$ cat config.mk
export PLATFORM = sky130hd
export DESIGN_NAME = piso_serializer_flat
export DESIGN_NICKNAME = d
export VERILOG_FILES = /design/src/rtl/piso_serializer_if.sv /design/src/rtl/piso_serializer.sv /design/src/flat_wrapper.sv
export SDC_FILE = /design/constraint.sdc
export NUM_CORES = 1
export LEC_CHECK = 0
export ABC_CLOCK_PERIOD_IN_PS = 2500
export CAP_MARGIN = 5
export CELL_PAD_IN_SITES_DETAIL_PLACEMENT = 0
export CELL_PAD_IN_SITES_GLOBAL_PLACEMENT = 1
export CORE_MARGIN = 10
export CORE_UTILIZATION = 30
export DETAILED_ROUTE_END_ITERATION = 10
export GPL_TIMING_DRIVEN = 0
export PLACE_DENSITY = 0.9
export SYNTH_ARGS = -nofsm -noshare
export SYNTH_HDL_FRONTEND = slang
export SYNTH_SLANG_ARGS = --single-unit
$ cat constraint.sdc
create_clock -name clk -period 2.5 [get_ports clk]
set_clock_uncertainty 0.2 [all_clocks]
set_input_delay 0.625 -clock clk [delete_from_list [all_inputs] [get_ports clk]]
set_output_delay 0.625 -clock clk [all_outputs]
set_load 0.01 [all_outputs]
$ cat src/rtl/piso_serializer_if.sv
// ---------------------------------------------------------------------------
// Module   : piso_serializer_if
// Purpose  : Word-load handshake, bit strobe and serial/status bundle for piso_serializer.
// Revision : 1.0 - initial release
// ---------------------------------------------------------------------------
`default_nettype none

interface piso_serializer_if #(
  parameter int WIDTH = 8
);
  localparam int CNT_W = $clog2(WIDTH);

  logic [WIDTH-1:0] p_in;
  logic             in_valid;
  logic             in_ready;
  logic             shift_en;
  logic             serial_out;
  logic             ser_valid;
  logic [WIDTH-1:0] q_parallel_out;
  logic             busy;
  logic             done;
  logic [CNT_W-1:0] bit_cnt;

  // Producer / line-driver side.
  modport master (
    output p_in, in_valid, shift_en,
    input  in_ready, serial_out, ser_valid, q_parallel_out, busy, done, bit_cnt
  );

  // Serializer side.
  modport slave (
    input  p_in, in_valid, shift_en,
    output in_ready, serial_out, ser_valid, q_parallel_out, busy, done, bit_cnt
  );
endinterface

`default_nettype wire

$ cat src/rtl/piso_serializer.sv
// ---------------------------------------------------------------------------
// Module   : piso_serializer
// Purpose  : Parametrised PISO shift register with valid/ready load, bit counter, done pulse.
// Revision : 1.0 - initial release
// ---------------------------------------------------------------------------
`default_nettype none

module piso_serializer #(
  parameter int WIDTH     = 8,
  parameter bit LSB_FIRST = 1'b1,
  parameter bit FILL      = 1'b0
) (
  input  wire logic         clk,
  input  wire logic         clear,
  piso_serializer_if.slave  bus
);

  localparam int                CNT_W  = $clog2(WIDTH);
  localparam logic [CNT_W-1:0]  c_LAST = CNT_W'(WIDTH - 1);

  typedef enum logic [0:0] {
    IDLE  = 1'b0,
    SHIFT = 1'b1
  } state_t;

  state_t           r_state;
  logic [WIDTH-1:0] r_q;
  logic [CNT_W-1:0] r_cnt;
  logic             r_busy;
  logic             r_done;

  logic [WIDTH-1:0] w_shifted;
  logic             w_serial;
  logic             w_last;
  logic             w_end;
  logic             w_ready;

  generate
    if (LSB_FIRST) begin : g_lsb_first
      assign w_shifted = {FILL, r_q[WIDTH-1:1]};
      assign w_serial  = r_q[0];
    end else begin : g_msb_first
      assign w_shifted = {r_q[WIDTH-2:0], FILL};
      assign w_serial  = r_q[WIDTH-1];
    end
  endgenerate

  assign w_last  = (r_cnt == c_LAST);
  assign w_end   = (r_state == SHIFT) && bus.shift_en && w_last;
  // The last-bit cycle accepts the next word so frames stream without a gap.
  assign w_ready = clear && ((r_state == IDLE) || w_end);

  always_ff @(posedge clk) begin
    if (!clear) begin
      r_state <= IDLE;
      r_q     <= '0;
      r_cnt   <= '0;
      r_busy  <= 1'b0;
      r_done  <= 1'b0;
    end else begin
      r_done <= w_end;
      case (r_state)
        IDLE: begin
          if (bus.in_valid) begin
            r_q     <= bus.p_in;
            r_cnt   <= '0;
            r_busy  <= 1'b1;
            r_state <= SHIFT;
          end
        end
        SHIFT: begin
          if (bus.shift_en) begin
            if (w_last) begin
              r_cnt <= '0;
              if (bus.in_valid) begin
                r_q <= bus.p_in;
              end else begin
                r_q     <= w_shifted;
                r_busy  <= 1'b0;
                r_state <= IDLE;
              end
            end else begin
              r_q   <= w_shifted;
              r_cnt <= r_cnt + 1'b1;
            end
          end
        end
        default: begin
          r_state <= IDLE;
          r_busy  <= 1'b0;
        end
      endcase
    end
  end

  assign bus.in_ready       = w_ready;
  assign bus.serial_out     = w_serial;
  assign bus.ser_valid      = r_busy;
  assign bus.q_parallel_out = r_q;
  assign bus.busy           = r_busy;
  assign bus.done           = r_done;
  assign bus.bit_cnt        = r_cnt;

endmodule

`default_nettype wire

$ cat src/flat_wrapper.sv
// flat-port wrapper written by rule: the top's interface ports become plain ports
module piso_serializer_flat 
#(
  parameter int WIDTH     = 8,
  parameter bit LSB_FIRST = 1'b1,
  parameter bit FILL      = 1'b0
)
  (clk, clear, bus_p_in, bus_in_valid, bus_shift_en, bus_in_ready, bus_serial_out, bus_ser_valid, bus_q_parallel_out, bus_busy, bus_done, bus_bit_cnt);
  piso_serializer_if #(.WIDTH(WIDTH)) bus_i ();
  input  wire logic clk;
  input  wire logic clear;
  input wire logic [$bits(bus_i.p_in)-1:0] bus_p_in;
  input wire logic [$bits(bus_i.in_valid)-1:0] bus_in_valid;
  input wire logic [$bits(bus_i.shift_en)-1:0] bus_shift_en;
  output wire logic [$bits(bus_i.in_ready)-1:0] bus_in_ready;
  output wire logic [$bits(bus_i.serial_out)-1:0] bus_serial_out;
  output wire logic [$bits(bus_i.ser_valid)-1:0] bus_ser_valid;
  output wire logic [$bits(bus_i.q_parallel_out)-1:0] bus_q_parallel_out;
  output wire logic [$bits(bus_i.busy)-1:0] bus_busy;
  output wire logic [$bits(bus_i.done)-1:0] bus_done;
  output wire logic [$bits(bus_i.bit_cnt)-1:0] bus_bit_cnt;
  assign bus_i.p_in = bus_p_in;
  assign bus_i.in_valid = bus_in_valid;
  assign bus_i.shift_en = bus_shift_en;
  assign bus_in_ready = bus_i.in_ready;
  assign bus_serial_out = bus_i.serial_out;
  assign bus_ser_valid = bus_i.ser_valid;
  assign bus_q_parallel_out = bus_i.q_parallel_out;
  assign bus_busy = bus_i.busy;
  assign bus_done = bus_i.done;
  assign bus_bit_cnt = bus_i.bit_cnt;
  piso_serializer #(.WIDTH(WIDTH), .LSB_FIRST(LSB_FIRST), .FILL(FILL)) u_core (.clk(clk), .clear(clear), .bus(bus_i));
endmodule
Yosys cells after proc, flatten, opt, wreduce, memory -nomap -nowiden
Cells that the tools add are included.
Storage, ports and cells
  register bits after elaboration: 14
  bits in latches: 0
  memory bits (writable): 0
  memory bits (read-only): 0
  input port bits: 12
  output and inout port bits: 16
  word-level logic and storage cells: 36
  memories kept: 0
Operators by class
  add/subtract/negate cells: 1
  multiply operators: 0
  divide/modulo/power cells: 0
  magnitude comparators: 0
  equal/unequal tests: 5
  shift operators: 0
  multiplexer cells: 18
  bitwise operators: 1
  reductions and logical operators: 6
Operator list (number)
  2-to-1 mux 8 bit: 4
  one-hot mux 8 bit (2 select lines): 1
  2-to-1 mux 3 bit: 3
  != test 2 bit (second input constant): 4
  2-to-1 mux 1 bit: 7
  one-hot mux 3 bit (2 select lines): 1
  one-hot mux 1 bit (2 select lines): 2
  AND reduction 4 bit: 1
  adder 3 x 1 -> 3 bit (second input constant): 1
  equality test 3 bit (second input constant): 1
  logical AND 1 bit: 3
  AND reduction 2 bit: 1
  logical OR 1 bit: 1
  inverter 1 bit: 1

Logic depth before layout (Yosys ltp)
  depth after elaboration: 4
  depth in mapped cells: 6
  gate-level depth less buffers: 5

Least setup slack after synthesis
Ideal clock, no wire load.
  path kind: register to output
  start: register u_core.r_cnt[0] (netlist: u_core.bus.bit_cnt[0])
  end: output bus_in_ready
  arrival time: 1035 ps
  required time: 1675 ps
  slack: 640 ps
  stages on the path, launching flop included: 5
  buffers on the path: 0
  cells stage by stage: dfxtp_1 ha_1 ha_1 a21boi_1 nor2_1
Between the ends
  word-level cells in the longest chain between the ends: 4
Ends and longest elaborated chain
  start: declaration: line piso_serializer.sv:28  | logic [CNT_W-1:0] r_cnt;
  start signal: assignment: line piso_serializer.sv:84  | r_cnt <= r_cnt + 1'b1;
  equality test 3 bit: line piso_serializer.sv:48  | assign w_last = (r_cnt == c_LAST);
  logical AND 1 bit: line piso_serializer.sv:49  | assign w_end = (r_state == SHIFT) && bus.shift_en && w_last;
  logical OR 1 bit: line piso_serializer.sv:51  | assign w_ready = clear && ((r_state == IDLE) || w_end);
  logical AND 1 bit: line piso_serializer.sv:51
  end: declaration: line flat_wrapper.sv:15  | output wire logic [$bits(bus_i.in_ready)-1:0] bus_in_ready;
No other way between the ends.

Worst setup path after layout
Ends and elaborated chain as after synthesis.

==> flow_summary.json <==
{
  "status": "finished clean",
  "leakage_nw": 0.4041,
  "antenna_found_initial": 0,
  "grt_setup_unrepaired": "false",
  "synth.area.top_cells": "dfxtp_1 (45%), mux2i_1 (13%), a21oi_1 (7.2%)",
  "io_pins": 28,
  "cpPeakStageDelay_ns": 0.34,
  "grt_pass1_wl_mm": 2.642,
  "wl_per_cell_um": 12.90,
  "worst_hold_slack_ns": 0.2887,
  "cts_buffers": 3,
  "syn_to_final_growth_pct": 56.00,
  "period_minus_slack_ns": 2.353,
  "drt_first_pass_iters": 2,
  "crit_type": "flip-flop to primary output",
  "clk_latency_ns": 0.28,
  "num_rows": 16,
  "hold_viol": 0,
  "synth_top_cell_area_share_pct": 44.80,
  "die-area_um2": 4312,
  "maxSlewHeadroom_pct": 73.62,
  "async_flop_share_pct": 0,
  "max_cap_viol_count": 0,
  "first_global_vias": 606,
  "clk_pin_slew_ns": 0.08,
  "path_max_fanout": 4,
  "cts_root_buffer": "clkbuf_4",
  "synthesis.area_um2": 625.6,
  "final-setup-viol-count": 0,
  "grt_max_degree": 11,
  "fin_util_pct": 49.24,
  "synth_common_cells": "dfxtp_1 (14), a21oi_1 (9), mux2i_1 (8), nor2_1 (8), o21ai_0 (4)",
  "h-tree-depth": 1,
  "drc": 0,
  "place_area_um2": 929.6,
  "ys_warn_count": 0,
  "cp_data_arrival_time_ns": 1.53,
  "worstSetupStartpointType": "flip-flop",
  "syn_avg_cell_area_um2": 9.337,
  "critPathCaptureType": "primary output",
  "critical_path.slowest_cell": "dfxtp_1",
  "antenna_cells": 0,
  "seq_area_frac_synth_pct": 44.80,
  "synth.most_common_cell": "dfxtp_1",
  "maxSlewViolCount": 0,
  "finalSetupTns_ns": 0,
  "portBuffers": 27,
  "cts.sinks": 14,
  "crit_chain": "ha_1, ha_2, a21boi_2, nor2_1, dlygate4sd2_1",
  "start_util_pct": 31.57,
  "crit_family": "adder cells",
  "fmax_ghz": 0.4250,
  "crit_required_ns": 1.67,
  "place_congestion": 0.8319,
  "overflow": 0,
  "num_vias": 596,
  "synthCells": 67,
  "ys.flop_type": "dfxtp_1",
  "vias_per_cell": 4.730,
  "vdd_ir_drop_max_v": 0.0003327,
  "ys_types": 18,
  "die_w_um": 65.67,
  "antenna_left": 0,
  "die_y_um": 65.67,
  "worst_pin_slew_ns": 0.3847,
  "drt_iter0_markers": 12,
  "synth-edff-count": 0,
  "cts_tree": "built",
  "cp_num_buf_inv": 1,
  "syn_nets": 82,
  "design_area_um2": 975.9,
  "core_um2": 1982,
  "grt_usage_pct": 7.729,
  "hpwl_mm": 1.260,
  "fin_crit_sh_pct": 94.12,
  "totalWireLength_mm": 1.626,
  "ys_ff_latch": 14,
  "clock_path_buffers": 2,
  "min_path_type": "flip-flop to flip-flop",
  "synth_top_area_cell": "dfxtp_1",
  "power_density_nw_per_um2": 545.4,
  "layout-drive-gt1-share_pct": 14.14,
  "nets": 115
}
metal layers:
layer / global-route usage (%) / up-vias / routed length, um / share of wire, %
met5: 0 / - / 0 / 0
met4: 4.813 / 0 / 8 / 0.49
met3: 4.746 / 2 / 216 / 13
met2: 11.59 / 20 / 728 / 45
met1: 7.988 / 273 / 672 / 41
li1: - / 301 / - / -
what timing repair did:
item | CTS | global route
endpoints found under the hold margin | 0 | 0
endpoints found under the setup margin | 1 | 0
resized for setup | 6 | 0
setup buffers | 1 | 0
hold buffers | 0 | 0
cell families (layout without fill, tap and decap cells):
kind of cell / after synthesis / after routing / synth area share [%]
AO/OA/AOI/OAI: 21 / 21 / 19.40
AND/OR/NAND/NOR: 13 / 13 / 8.800
multiplexers: 9 / 9 / 14.60
adder cells (fa/ha/maj): 3 / 3 / 6.001
buffers and inverters: 7 / 39 / 6.400
flip-flops: 14 / 14 / 44.80
state kept, by name, summed over array words and instances, names as in the netlist:
signal,cells
u_core.bus.q_parallel_out,8
u_core.bus.bit_cnt,3
u_core.r_state,1
u_core.bus.done,1
u_core.bus.busy,1
power by group:
group	switching (mW)	internal (mW)	leakage, nW
logic	0.0498	0.0690	0.268
registers	0.0105	0.238	0.115
clock network	0.0763	0.0886	0.0210
layout by cell type (no fill, tap or decap), types with 2 or more instances in the layout:
master,n
mux2i_1,8
nor2_1,8
a32oi_1,2
buf_4,4
nand2_1,2
dfxtp_1,14
dlygate4sd2_1,3
o21ai_1,3
ha_1,2
clkbuf_4,3
o21ai_0,4
a21oi_1,9
clkdlybuf4s50_1,24
buf_2,2
final cells by class:
class                      count  area (um2)
buffer                         5       32.53
timing repair buffer          28       274.0
inverter                       2       7.507
tap                           27       33.78
multi-input combinational     46       311.5
fill                         198        1006
sequential                    14       280.3
clock buffer                   4       36.28
metrics by stage:
step                std cells  setup WS (ns)  total power, mW
floorplan                  67         0.6401           0.3079
global placement          121        -0.4366           0.3723
finish                    126         0.1470           0.5322
global route              126        0.05725           0.5640
CTS                       126         0.1173           0.5451
detailed placement        121        -0.4459           0.3731
path summary, 6_finish.rpt:
check / startpoint / endpoint / slack, ns / cells past startpoint
worst max-delay path: u_core.bus.bit_cnt[0]$_SDFFE_PN0P_ / bus_in_ready / 0.15 / 5
worst min-delay path: u_core.bus.bit_cnt[0]$_SDFFE_PN0P_ / u_core.bus.bit_cnt[0]$_SDFFE_PN0P_ / 0.29 / 2
worst max register to register: u_core.bus.bit_cnt[0]$_SDFFE_PN0P_ / u_core.bus.q_parallel_out[1]$_SDFFE_PN0P_ / 0.78 / 6
worst min register to register: u_core.bus.bit_cnt[0]$_SDFFE_PN0P_ / u_core.bus.bit_cnt[0]$_SDFFE_PN0P_ / 0.29 / 2
worst reg2reg max path, stage by stage (launching register included):
cell and delay [ns]:
dfxtp_1 0.34, ha_1 0.23, ha_1 0.18, a21boi_1 0.13
buf_2 0.24, mux2i_1 0.22, a21oi_1 0.08
Power figures use the tool's default switching activity.
